<file path="src/rtl/jt12_slot_seq_if.sv">
// Slot-sequencer bus: clock enable, frame resync, CPU write handshake and the
// slot timing outputs consumed by the phase/envelope/operator stages.
`timescale 1ns/1ps
interface jt12_slot_seq_if;
   logic       cen;
   logic       sync_in;
   logic       wr_req;
   logic [2:0] wr_ch;
   logic [1:0] wr_op;
   logic [4:0] slot;
   logic [2:0] cur_ch;
   logic [1:0] cur_op;
   logic [2:0] ch_p1;
   logic [2:0] ch_p2;
   logic       zero;
   logic       wr_ack;
   logic       wr_err;

   modport master (
      output cen, sync_in, wr_req, wr_ch, wr_op,
      input  slot, cur_ch, cur_op, ch_p1, ch_p2, zero, wr_ack, wr_err
   );

   modport slave (
      input  cen, sync_in, wr_req, wr_ch, wr_op,
      output slot, cur_ch, cur_op, ch_p1, ch_p2, zero, wr_ack, wr_err
   );
endinterface

</file>
<file path="src/rtl/jt12_slot_seq.sv">
// Walks the 24 FM operator slots per frame (channel fastest, operators S1,S3,S2,S4)
// and commits CPU writes in the slot owned by the target channel/operator.
`timescale 1ns/1ps
module jt12_slot_seq #(
   parameter int unsigned AHEAD1 = 1,
   parameter int unsigned AHEAD2 = 2
) (
   input  logic              clk,
   input  logic              rst_n,
   jt12_slot_seq_if.slave    bus
);

   localparam logic [3:0] OFF1   = 4'(AHEAD1);
   localparam logic [3:0] OFF2   = 4'(AHEAD2);
   localparam logic [2:0] P1_RST = 3'(AHEAD1 % 6);
   localparam logic [2:0] P2_RST = 3'(AHEAD2 % 6);

   logic [1:0] r_grp;
   logic [2:0] r_ch;
   logic [2:0] r_p1;
   logic [2:0] r_p2;
   logic       r_zero;
   logic       r_ack;
   logic       r_err;

   logic [1:0] w_nxt_grp;
   logic [2:0] w_nxt_ch;
   logic       w_nxt_zero;
   logic [1:0] w_cur_op;
   logic       w_wr_bad;
   logic       w_wr_hit;

   // Offsets are at most 5, so a single conditional subtract keeps the result in 0..5.
   function automatic logic [2:0] add_mod6(input logic [2:0] a, input logic [3:0] off);
      logic [3:0] sum;
      sum = {1'b0, a} + off;
      return (sum >= 4'd6) ? 3'(sum - 4'd6) : 3'(sum);
   endfunction

   // NOTE: every signal assigned in always_comb gets a default first, so no path leaves it unassigned and no latch is inferred.
   always_comb begin
      w_nxt_grp = r_grp;
      w_nxt_ch  = r_ch;
      if (bus.sync_in) begin
         w_nxt_grp = 2'd0;
         w_nxt_ch  = 3'd0;
      end else if (r_ch == 3'd5) begin
         w_nxt_ch  = 3'd0;
         w_nxt_grp = r_grp + 2'd1;
      end else begin
         w_nxt_ch  = r_ch + 3'd1;
      end
   end

   assign w_nxt_zero = (w_nxt_grp == 2'd0) && (w_nxt_ch == 3'd0);

   always_comb begin
      w_cur_op = 2'd0;
      case (r_grp)
         2'd0: w_cur_op = 2'd0;
         2'd1: w_cur_op = 2'd2;
         2'd2: w_cur_op = 2'd1;
         2'd3: w_cur_op = 2'd3;
         default: w_cur_op = 2'd0;
      endcase
   end

   // Match uses the pre-advance slot, so a write still lands on a resync edge.
   assign w_wr_bad = (bus.wr_ch > 3'd5);
   assign w_wr_hit = bus.wr_req &&
                     (w_wr_bad || ((bus.wr_ch == r_ch) && (bus.wr_op == w_cur_op)));

   // NOTE: sequential state uses non-blocking assignments so every register samples pre-edge values.
   always_ff @(posedge clk or negedge rst_n) begin
      if (!rst_n) begin
         r_grp  <= 2'd0;
         r_ch   <= 3'd0;
         r_p1   <= P1_RST;
         r_p2   <= P2_RST;
         r_zero <= 1'b1;
         r_ack  <= 1'b0;
         r_err  <= 1'b0;
      end else begin
         r_ack <= bus.cen && w_wr_hit;
         r_err <= bus.cen && bus.wr_req && w_wr_bad;
         if (bus.cen) begin
            r_grp  <= w_nxt_grp;
            r_ch   <= w_nxt_ch;
            r_p1   <= add_mod6(w_nxt_ch, OFF1);
            r_p2   <= add_mod6(w_nxt_ch, OFF2);
            r_zero <= w_nxt_zero;
         end
      end
   end

   assign bus.slot   = 5'(r_grp) * 5'd6 + 5'(r_ch);
   assign bus.cur_ch = r_ch;
   assign bus.cur_op = w_cur_op;
   assign bus.ch_p1  = r_p1;
   assign bus.ch_p2  = r_p2;
   assign bus.zero   = r_zero;
   assign bus.wr_ack = r_ack;
   assign bus.wr_err = r_err;

endmodule

</file>
<file path="src/flat_wrapper.sv">
// flat-port wrapper written by rule: the top's interface ports become plain ports
module jt12_slot_seq_flat 
#(
   parameter int unsigned AHEAD1 = 1,
   parameter int unsigned AHEAD2 = 2
)
  (clk, rst_n, bus_cen, bus_sync_in, bus_wr_req, bus_wr_ch, bus_wr_op, bus_slot, bus_cur_ch, bus_cur_op, bus_ch_p1, bus_ch_p2, bus_zero, bus_wr_ack, bus_wr_err);
  jt12_slot_seq_if bus_i ();
  input  logic clk;
  input  logic rst_n;
  input wire logic [$bits(bus_i.cen)-1:0] bus_cen;
  input wire logic [$bits(bus_i.sync_in)-1:0] bus_sync_in;
  input wire logic [$bits(bus_i.wr_req)-1:0] bus_wr_req;
  input wire logic [$bits(bus_i.wr_ch)-1:0] bus_wr_ch;
  input wire logic [$bits(bus_i.wr_op)-1:0] bus_wr_op;
  output wire logic [$bits(bus_i.slot)-1:0] bus_slot;
  output wire logic [$bits(bus_i.cur_ch)-1:0] bus_cur_ch;
  output wire logic [$bits(bus_i.cur_op)-1:0] bus_cur_op;
  output wire logic [$bits(bus_i.ch_p1)-1:0] bus_ch_p1;
  output wire logic [$bits(bus_i.ch_p2)-1:0] bus_ch_p2;
  output wire logic [$bits(bus_i.zero)-1:0] bus_zero;
  output wire logic [$bits(bus_i.wr_ack)-1:0] bus_wr_ack;
  output wire logic [$bits(bus_i.wr_err)-1:0] bus_wr_err;
  assign bus_i.cen = bus_cen;
  assign bus_i.sync_in = bus_sync_in;
  assign bus_i.wr_req = bus_wr_req;
  assign bus_i.wr_ch = bus_wr_ch;
  assign bus_i.wr_op = bus_wr_op;
  assign bus_slot = bus_i.slot;
  assign bus_cur_ch = bus_i.cur_ch;
  assign bus_cur_op = bus_i.cur_op;
  assign bus_ch_p1 = bus_i.ch_p1;
  assign bus_ch_p2 = bus_i.ch_p2;
  assign bus_zero = bus_i.zero;
  assign bus_wr_ack = bus_i.wr_ack;
  assign bus_wr_err = bus_i.wr_err;
  jt12_slot_seq #(.AHEAD1(AHEAD1), .AHEAD2(AHEAD2)) u_core (.clk(clk), .rst_n(rst_n), .bus(bus_i));
endmodule
</file>
<file path="config.mk">
export PLATFORM = sky130hd
export DESIGN_NAME = jt12_slot_seq_flat
export DESIGN_NICKNAME = d
export VERILOG_FILES = /design/src/rtl/jt12_slot_seq_if.sv /design/src/rtl/jt12_slot_seq.sv /design/src/flat_wrapper.sv
export SDC_FILE = /design/constraint.sdc
export NUM_CORES = 1
export LEC_CHECK = 0
export CORE_ASPECT_RATIO = 1.2
export CORE_UTILIZATION = 27
export DETAILED_ROUTE_END_ITERATION = 10
export PLACE_DENSITY = 0.52
export SYNTH_ARGS = -nofsm -noshare
export SYNTH_HDL_FRONTEND = slang
export SYNTH_SLANG_ARGS = --single-unit
</file>
<file path="constraint.sdc">
create_clock -name clk -period 2.2 [get_ports clk]
set_input_delay 0.22 -clock clk [delete_from_list [all_inputs] [get_ports clk]]
set_output_delay 0.22 -clock clk [all_outputs]
set_load 0.1 [all_outputs]
</file>
[Word-level counts from Yosys, hierarchy flattened]
Index checks and enable logic that the tools add are counted.
Operators by class
  $add $sub $neg: 7
  multiply operators: 1
  $lt $le $gt $ge: 3
  eq/ne operators: 6
  mux-type cells: 7
  reductions and logical operators: 10
Operators by type and width (count)
  3-bit two-way mux: 4
  4-bit by 3-bit greater-or-equal comparator with 1-bit output, second input constant: 2
  2-bit case mux with 4 select lines: 1
  1-bit logical AND: 6
  3-bit subtractor, second input constant: 2
  5-bit by 3-bit adder with 5-bit output: 1
  3-bit by 1-bit adder with 4-bit output, second input constant: 1
  3-bit by 2-bit adder with 4-bit output, second input constant: 1
  2-bit equality test, second input constant: 2
  2-bit logical NOT: 2
  2-bit by 2-bit multiplier with 4-bit output, second input constant: 1
  2-bit two-way mux: 2
  3-bit by 1-bit adder with 3-bit output, second input constant: 1
  3-bit equality test: 1
  3-bit equality test, second input constant: 1
  3-bit > comparator, second input constant: 1
  3-bit logical NOT: 1
  2-bit by 1-bit adder with 2-bit output, second input constant: 1
  2-bit by 1-bit equality test with 1-bit output, second input constant: 1
  2-bit equality test: 1
  1-bit logical OR: 1
Word-level totals
  bits in registers: 14
  bits of input ports: 10
  output and inout bits: 19
  word-level logic and storage cells: 41

[Logic depth before layout (Yosys ltp)]
Gate-level depths: netlist of the first run.
  depth after elaboration: 7
  mapped depth: 11
  depth with buffers taken out: 10

[Worst setup path before layout of the first run]
Ideal clock, no wire load.
  path kind: flip-flop to output port
  start point: register u_core.r_ch[1] (netlist: u_core.bus.cur_ch[1])
  end point: output bus_slot[4]
  data arrival time: 2.977 ns
  data required time: 1.980 ns
  path slack: -0.997 ns
  cell stages (with the launch flop): 5
  path buffers: 0
  cell sequence: dfrtp_1 ha_1 a21o_1 nand2_1 xnor2_1
Between the ends
  longest elaborated chain between the ends: 1
Ends and longest elaborated chain
  start: declaration: RTL line jt12_slot_seq.sv:19  | logic [2:0] r_ch;
  start signal: assignment: RTL line jt12_slot_seq.sv:88  | r_ch <= w_nxt_ch;
  5-bit by 3-bit adder with 5-bit output: RTL line jt12_slot_seq.sv:96  | assign bus.slot = 5'(r_grp) * 5'd6 + 5'(r_ch);
  end: declaration: RTL line flat_wrapper.sv:16  | output wire logic [$bits(bus_i.slot)-1:0] bus_slot;
Every way passes these cells.

[Final worst setup path of the first run]
  start point: register u_core.r_ch[1] (netlist: u_core.bus.cur_ch[1])
  end point: output bus_slot[3]
The elaborated chain is that of the path after synthesis.

==> impl_results.md, run 1 <==
* Core area at between 3000 and 4000 sq um
* Fill cells at around 370
* Hold_buf cts at 0
* Largest net degree at the start of global routing at 17
* Worst skew pair latency at 0.24 ns
* Unrepaired setup endpoints after global routing: no
* Xor and xnor fraction of the mapped netlist area at under 10%
* Yosys warns at 0
* Rows at 24
* Mux contribution to synthesized area at about 8.8%
* I/O pin cnt at 29
* Ys flop type: dfrtp_1
* Overall power at about 1.2 mW
* Synth Area in Adders at ~15%
* Starting density of the core at roughly 28%
* DR pass1 iterations at 4
* Post-synth top area share at about a quarter
* Post-Syn Instances at 104
* Post-synth ARST share at 100%
* Slew HR at 59.5%
* H-tree depth at 1
* Gp weighted congestion at a little over 0.8
* Number of synthesized flops with an enable pin at 0
* DRC at 0
* Reg clk slew, reported paths at roughly 0.060 ns
* Die Ht at between 60 and 70 microns
* P&R area growth vs syn at 50.9%
* Grt ovf at 0
* CTS sink count at 13
* Post-synth top area cell: dfrtp_1
* Maximum clock rate at approximately 470 MHz
* Drt initial violations at 34
* CP max FO at 9
* Netlist cell types at 33
* Die area at 4100 sq um
* Endpoints failing hold at 0
* Post-synthesis compound-gate area fraction at between 10% and 20%
* Critical path class: flip-flop to primary output
* Vias in the first global route at about 800
* Most frequent cells in the layout: 24 x buf_4, 9 x inv_1, 9 x nor2_1, 9 x ha_1, 9 x clkdlybuf4s50_1
* Post-Layout Cell Count at about 190
* CP Launch Type: flip-flop
* Crit path time final at about 2.1 ns
* Mean Syn Cell Area at about 10 sq um
* Net Count, Synth at 126
* Vias per cell at between 4 and 5
* Leak pwr at just over 0.7 nW
* Placed instance count at 185
* Hold_ws at approximately 0.36 ns
* DR WL/cell at roughly 12 microns
* Worst clock skew at approximately 0.0038 ns
* Final WL at between 2000 and 2500 microns
* Dpl hpwl at roughly 1800 microns
* Clock tree buffer depth at 2
* Simple-Gate Fraction of Synth Area at 16.7%
* Worst Tran Pin Value at 0.605 ns
* Worst EP required at 1.98 ns
* Commonest non-fill, non-tap cell in the layout: buf_4
* Maximum Capacitance Violations at 0
* CTS tree: yes
* Finished Core Util at around 43%
* Sequential area share after synthesis at 31.6%
* Initial antenna violation count at 0
* Pins Over Slew Limit at 0
* Post-route ant nets at 0
* Crit path DAT at 1.91 ns
* Peak VDD IR at approximately 0.00037 V
* GRT Util Overall at between 10% and 20%
* Synth top area cells: dfrtp_1 24%, ha_1 13%, dfstp_2 7.6%, mux2_2 5.4%, xnor2_1 4.2%
* Vias at between 800 and 900
* Mapped Area at a little over 1000 sq um
* Nets at approximately 160
* DIE WIDTH at between 50 and 60 microns
* HP Class: input port to asynchronous set/reset pin
* Final setup viols at 0
* Global-route wire length before repair at about 3600 microns
* ANT cells at 0
* CP endpoint kind: primary output
* Total CTS buffers at 3
* Share of cells above drive strength 1 at ~44%
* Largest family of logic cells by synthesized area: simple AND/OR/NAND/NOR gates
* Root Driver: clkbuf_8
* PwrDens at a little under 800 nW/um^2
* # port buffers at 28
* Fin crit share at between 90% and 100%
* #FFs+latches synth at 13
* Outcome: finished, final reports clean
-- synthesized netlist by cell type, types with 4 or more instances --
cell type  instances
xor2_1             4
ha_1              11
nand2_1            8
a21oi_1            5
dfrtp_1           10
mux2_2             5
xnor2_1            5
nor2_1            10
inv_1              9
-- worst max-delay path: stages (launching register included) --
cell,delay [ns]
dfrtp_4,0.48
buf_4,0.19
ha_1,0.23
fa_2,0.39
xor2_4,0.19
buf_12,0.19
-- worst paths after layout --
kind,start,endpoint,slack [ns],cells past startpoint
hold reg to reg,u_core.bus.ch_p2[1]$_DFFE_PN1P_,u_core.bus.ch_p2[1]$_DFFE_PN1P_,0.47,2
setup reg to reg,u_core.bus.cur_ch[1]$_DFFE_PN0P_,u_core.bus.ch_p1[2]$_DFFE_PN0P_,0.14,9
min in group clk,u_core.bus.ch_p2[1]$_DFFE_PN1P_,u_core.bus.ch_p2[1]$_DFFE_PN1P_,0.47,2
setup / recovery,u_core.bus.cur_ch[1]$_DFFE_PN0P_,bus_slot[3],0.07,5
hold / removal,rst_n,u_core.bus.ch_p2[2]$_DFFE_PN0P_,0.36,1
max in group asynchronous,rst_n,u_core.bus.cur_ch[1]$_DFFE_PN0P_,1.39,1
-- power by group --
group          switching, mW  internal (mW)
registers             0.0221          0.288
logic                  0.498          0.201
clock network         0.0852          0.128
-- cell families after synthesis --
kind of cell,after synthesis
flops,13
compound gates,15
xor+xnor,9
buf+inv,17
fa+ha+maj,12
mux,8
simple gates,30
-- cell type report --
type / instances / area (sq um) / area share [%]
Tap cell: 52 / 65.1 / 4.15
Inverter: 9 / 33.8 / 2.15
Timing Repair Buffer: 39 / 390 / 24.9
Clock buffer: 4 / 45.0 / 2.87
Multi-Input combinational cell: 74 / 694 / 44.3
Sequential cell: 13 / 340 / 21.7
-- what timing repair did --
item	4_1_cts	5_1_grt
buffers inserted	2	0
endpoints found under the setup margin	1	3
gates resized for setup	1	2
-- metrics by stage --
stage | TNS (ns) | cell area (sq um) | setup slack [ns]
5_1_grt | 0 | 1570 | 0.0123
2_1_floorplan | -0.266 | 1120 | -0.118
3_3_place_gp | 0 | 1490 | 0.0791
3_5_place_dp | 0 | 1490 | 0.0694
4_1_cts | 0 | 1550 | 0.0409
6_report | 0 | 1570 | 0.0670
-- registers in the layout, indices dropped and copies added, names as in the netlist --
signal             cells
u_core.bus.cur_ch      2
u_core.r_grp           2
u_core.bus.wr_ack      1
u_core.bus.wr_err      1
u_core.bus.ch_p2       3
u_core.bus.ch_p1       3
u_core.bus.zero        1
-- layer usage --
| metal | track usage, % | up-vias | share of wire, % | routed length (microns) |
|---|---|---|---|---|
| met4 | 2.38 | 0 | 0.57 | 13 |
| met1 | 13.8 | 387 | 42 | 964 |
| met5 | 0 | - | 0 | 0 |
| li1 | - | 417 | - | - |
| met2 | 19.9 | 26 | 52 | 1180 |
| met3 | 4.26 | 2 | 5.6 | 129 |
Power figures use the tool's default switching activity.
==> run 2: changes to the inputs <==
--- a/config.mk
+++ b/config.mk
@@ -6,9 +6,9 @@
 export NUM_CORES = 1
 export LEC_CHECK = 0
 export CORE_ASPECT_RATIO = 1.2
-export CORE_UTILIZATION = 27
+export CORE_UTILIZATION = 40
 export DETAILED_ROUTE_END_ITERATION = 10
-export PLACE_DENSITY = 0.52
+export PLACE_DENSITY = 0.71
 export SYNTH_ARGS = -nofsm -noshare
 export SYNTH_HDL_FRONTEND = slang
 export SYNTH_SLANG_ARGS = --single-unit
==> run 2 against run 1 <==
Via count decreased by 0.36%. Non-clock buffer count is 1 lower. Count of clock-buffer cells in the layout decreased by 1. Clock power down 29%. Global-route usage is 5.2 points higher. Critical path type unchanged.
==> impl_results.md, run 2 (same netlist as run 1, synthesis figures left out) <==
* Reg area at 340 sq um (unchanged)
* Final setup viols at 0 (unchanged)
* Nets at 161 (-0.62%)
* HP Class: input port to asynchronous set/reset pin
* Reg2Reg Launch Point: u_core.bus.cur_ch[1]$_DFFE_PN0P_
* Vias at 829 (-0.36%)
* Total CTS buffers at 3 (unchanged)
* CP Launch Type: flip-flop
* PnR worst setup slack at 0.0700 ns (+0.00300 ns)
* Commonest non-fill, non-tap cell in the layout: buf_4
* Overall power at 1.15 mW (-5.5%)
* Worst EP required at 1.98 ns (about the same)
* Rows at 19 (-21%)
* H-tree depth at 1 (unchanged)
* FF-to-FF setup slack at 0.16 ns (+0.02 ns)
* Global-route wire length before repair at 3660 microns (+1.7%)
* CP endpoint kind: primary output
* Post-Layout Cell Count at 169 (-12%)
* Worst setup path start: u_core.bus.cur_ch[1]$_DFFE_PN0P_
* Drt initial violations at 11 (-68%)
* CP cell instances: buf_6 > ha_2 > fa_2 > xor2_4 > buf_12
* Final WL at 2080 microns (-9.2%)
* CTS sink count at 13 (unchanged)
* I/O pin cnt at 29 (unchanged)
* Grt ovf at 0 (unchanged)
* DR WL/cell at 12.3 microns (+2.6%)
* Buf+Inv Stages, Crit Path at 2 (unchanged)
* DRC at 0 (unchanged)
* Endpoints failing hold at 0 (unchanged)
* Maximum clock rate at 469 MHz (+0.14%)
* Slew HR at 59.2% (-0.36 points)
* Die area at 2810 sq um (-32%)
* Final instance area at 1520 sq um (-2.9%)
* Multi-input combinational cell area at 697 sq um (+0.36%)
* Vias per cell at 4.91 (+13%)
* Leak pwr at 0.698 nW (-1.6%)
* Maximum Capacitance Violations at 0 (unchanged)
* Placed instance count at 163 (-12%)
* Dpl ws at 0.0874 ns (+0.0180 ns)
* Pins Over Slew Limit at 0 (unchanged)
* GRT Util Overall at 16.8% (+5.2 points)
* Reg clk slew, reported paths at 0.09 ns (+0.03 ns)
* DR pass1 iterations at 4 (unchanged)
* Peak VDD IR at 0.000515 V (+38%)
* Hold_ws at 0.323 ns (-0.0349 ns)
* Worst Tran Pin Value at 0.610 ns (+0.00544 ns)
* Fin crit share at 96.8% (-0.14 points)
* Largest net degree at the start of global routing at 14 (-3)
* Initial antenna violation count at 0 (unchanged)
* CP max FO at 10 (+1)
* P&R area growth vs syn at 46.6%
* ANT cells at 0 (unchanged)
* Crit path time final at 2.13 ns (-0.00300 ns)
* Vias in the first global route at 900 (+14%)
* Area after DPL at 1460 sq um (-2.3%)
* Most frequent cells in the layout: 22 x buf_4, 9 x nor2_1, 9 x clkdlybuf4s50_1
* Critical path class: flip-flop to primary output
* Dpl hpwl at 1660 microns (-8.7%)
* Top cell family by delay on the critical path: adder cells
* Share of cells above drive strength 1 at 46.4% (+2.5 points)
* Core area at 2380 sq um (-35%)
* CTS tree: yes
* Outcome: finished, final reports clean
* Worst skew pair latency at 0.27 ns (+0.03 ns)
* Crit path max-delay cell type: dfrtp_4
* # port buffers at 28 (unchanged)
* Unrepaired setup endpoints after global routing: no
* CP max stage delay at 0.49 ns (about the same)
* Starting density of the core at 43.7% (+15 points)
* Fill cells at 209 (-44%)
* Gp weighted congestion at 0.810 (-0.60%)
* Worst clock skew at 0.00294 ns (-0.000812 ns)
* Root Driver: clkbuf_4
* Post-route ant nets at 0 (unchanged)
* Crit path DAT at 1.91 ns (about the same)
* PwrDens at 757 nW/um^2 (-2.8%)
* DIE WIDTH at 48.5 microns (-17%)
* Clock tree buffer depth at 2 (unchanged)
* Die Ht at 57.9 microns (-17%)
==> run 2: metrics by stage <==
stage	utilization, %	setup TNS [ns]
finish	64.1	0
CTS	63.2	0
detailed placement	61.3	0
global placement	61.3	0
global route	64.1	0
floorplan	-	-0.266
==> run 2: what timing repair did <==
| action | 4_1_cts | 5_1_grt |
|---|---|---|
| pin swaps | 0 | 1 |
| hold buffers | 0 | 0 |
| buffers inserted | 2 | 0 |
| resized for setup | 1 | 6 |
| endpoints found under the setup margin | 1 | 4 |
==> run 2: layer usage <==
layer / track usage [%] / wire length [microns]
met2: 33.8 / 1120
met5: 0 / 0
met4: 6.72 / 16
met3: 2.10 / 88
met1: 17.6 / 847
==> run 2: worst paths after layout <==
check | end | cells after the start
max | bus_slot[3] | 5
min | u_core.r_grp[1]$_DFFE_PN0P_ | 1
max reg2reg | u_core.bus.ch_p1[2]$_DFFE_PN0P_ | 9
min reg2reg | u_core.bus.ch_p2[1]$_DFFE_PN1P_ | 2
max in group asynchronous | u_core.bus.cur_ch[1]$_DFFE_PN0P_ | 1
min in group clk | u_core.bus.ch_p2[1]$_DFFE_PN1P_ | 2
==> run 2: cell type report <==
class	count	area share, %
well taps	31	2.55
clock inverters	1	0.328
flip-flops and latches	13	22.3
multi-input cells	74	45.7
inverters	9	2.22
clock buffers	3	1.48
repair buffers	38	25.4
==> run 2: power by group <==
part           switching [mW]  leakage [nW]  internal, mW
logic                   0.494         0.520         0.201
clock network          0.0836        0.0177        0.0673
registers              0.0207         0.160         0.287
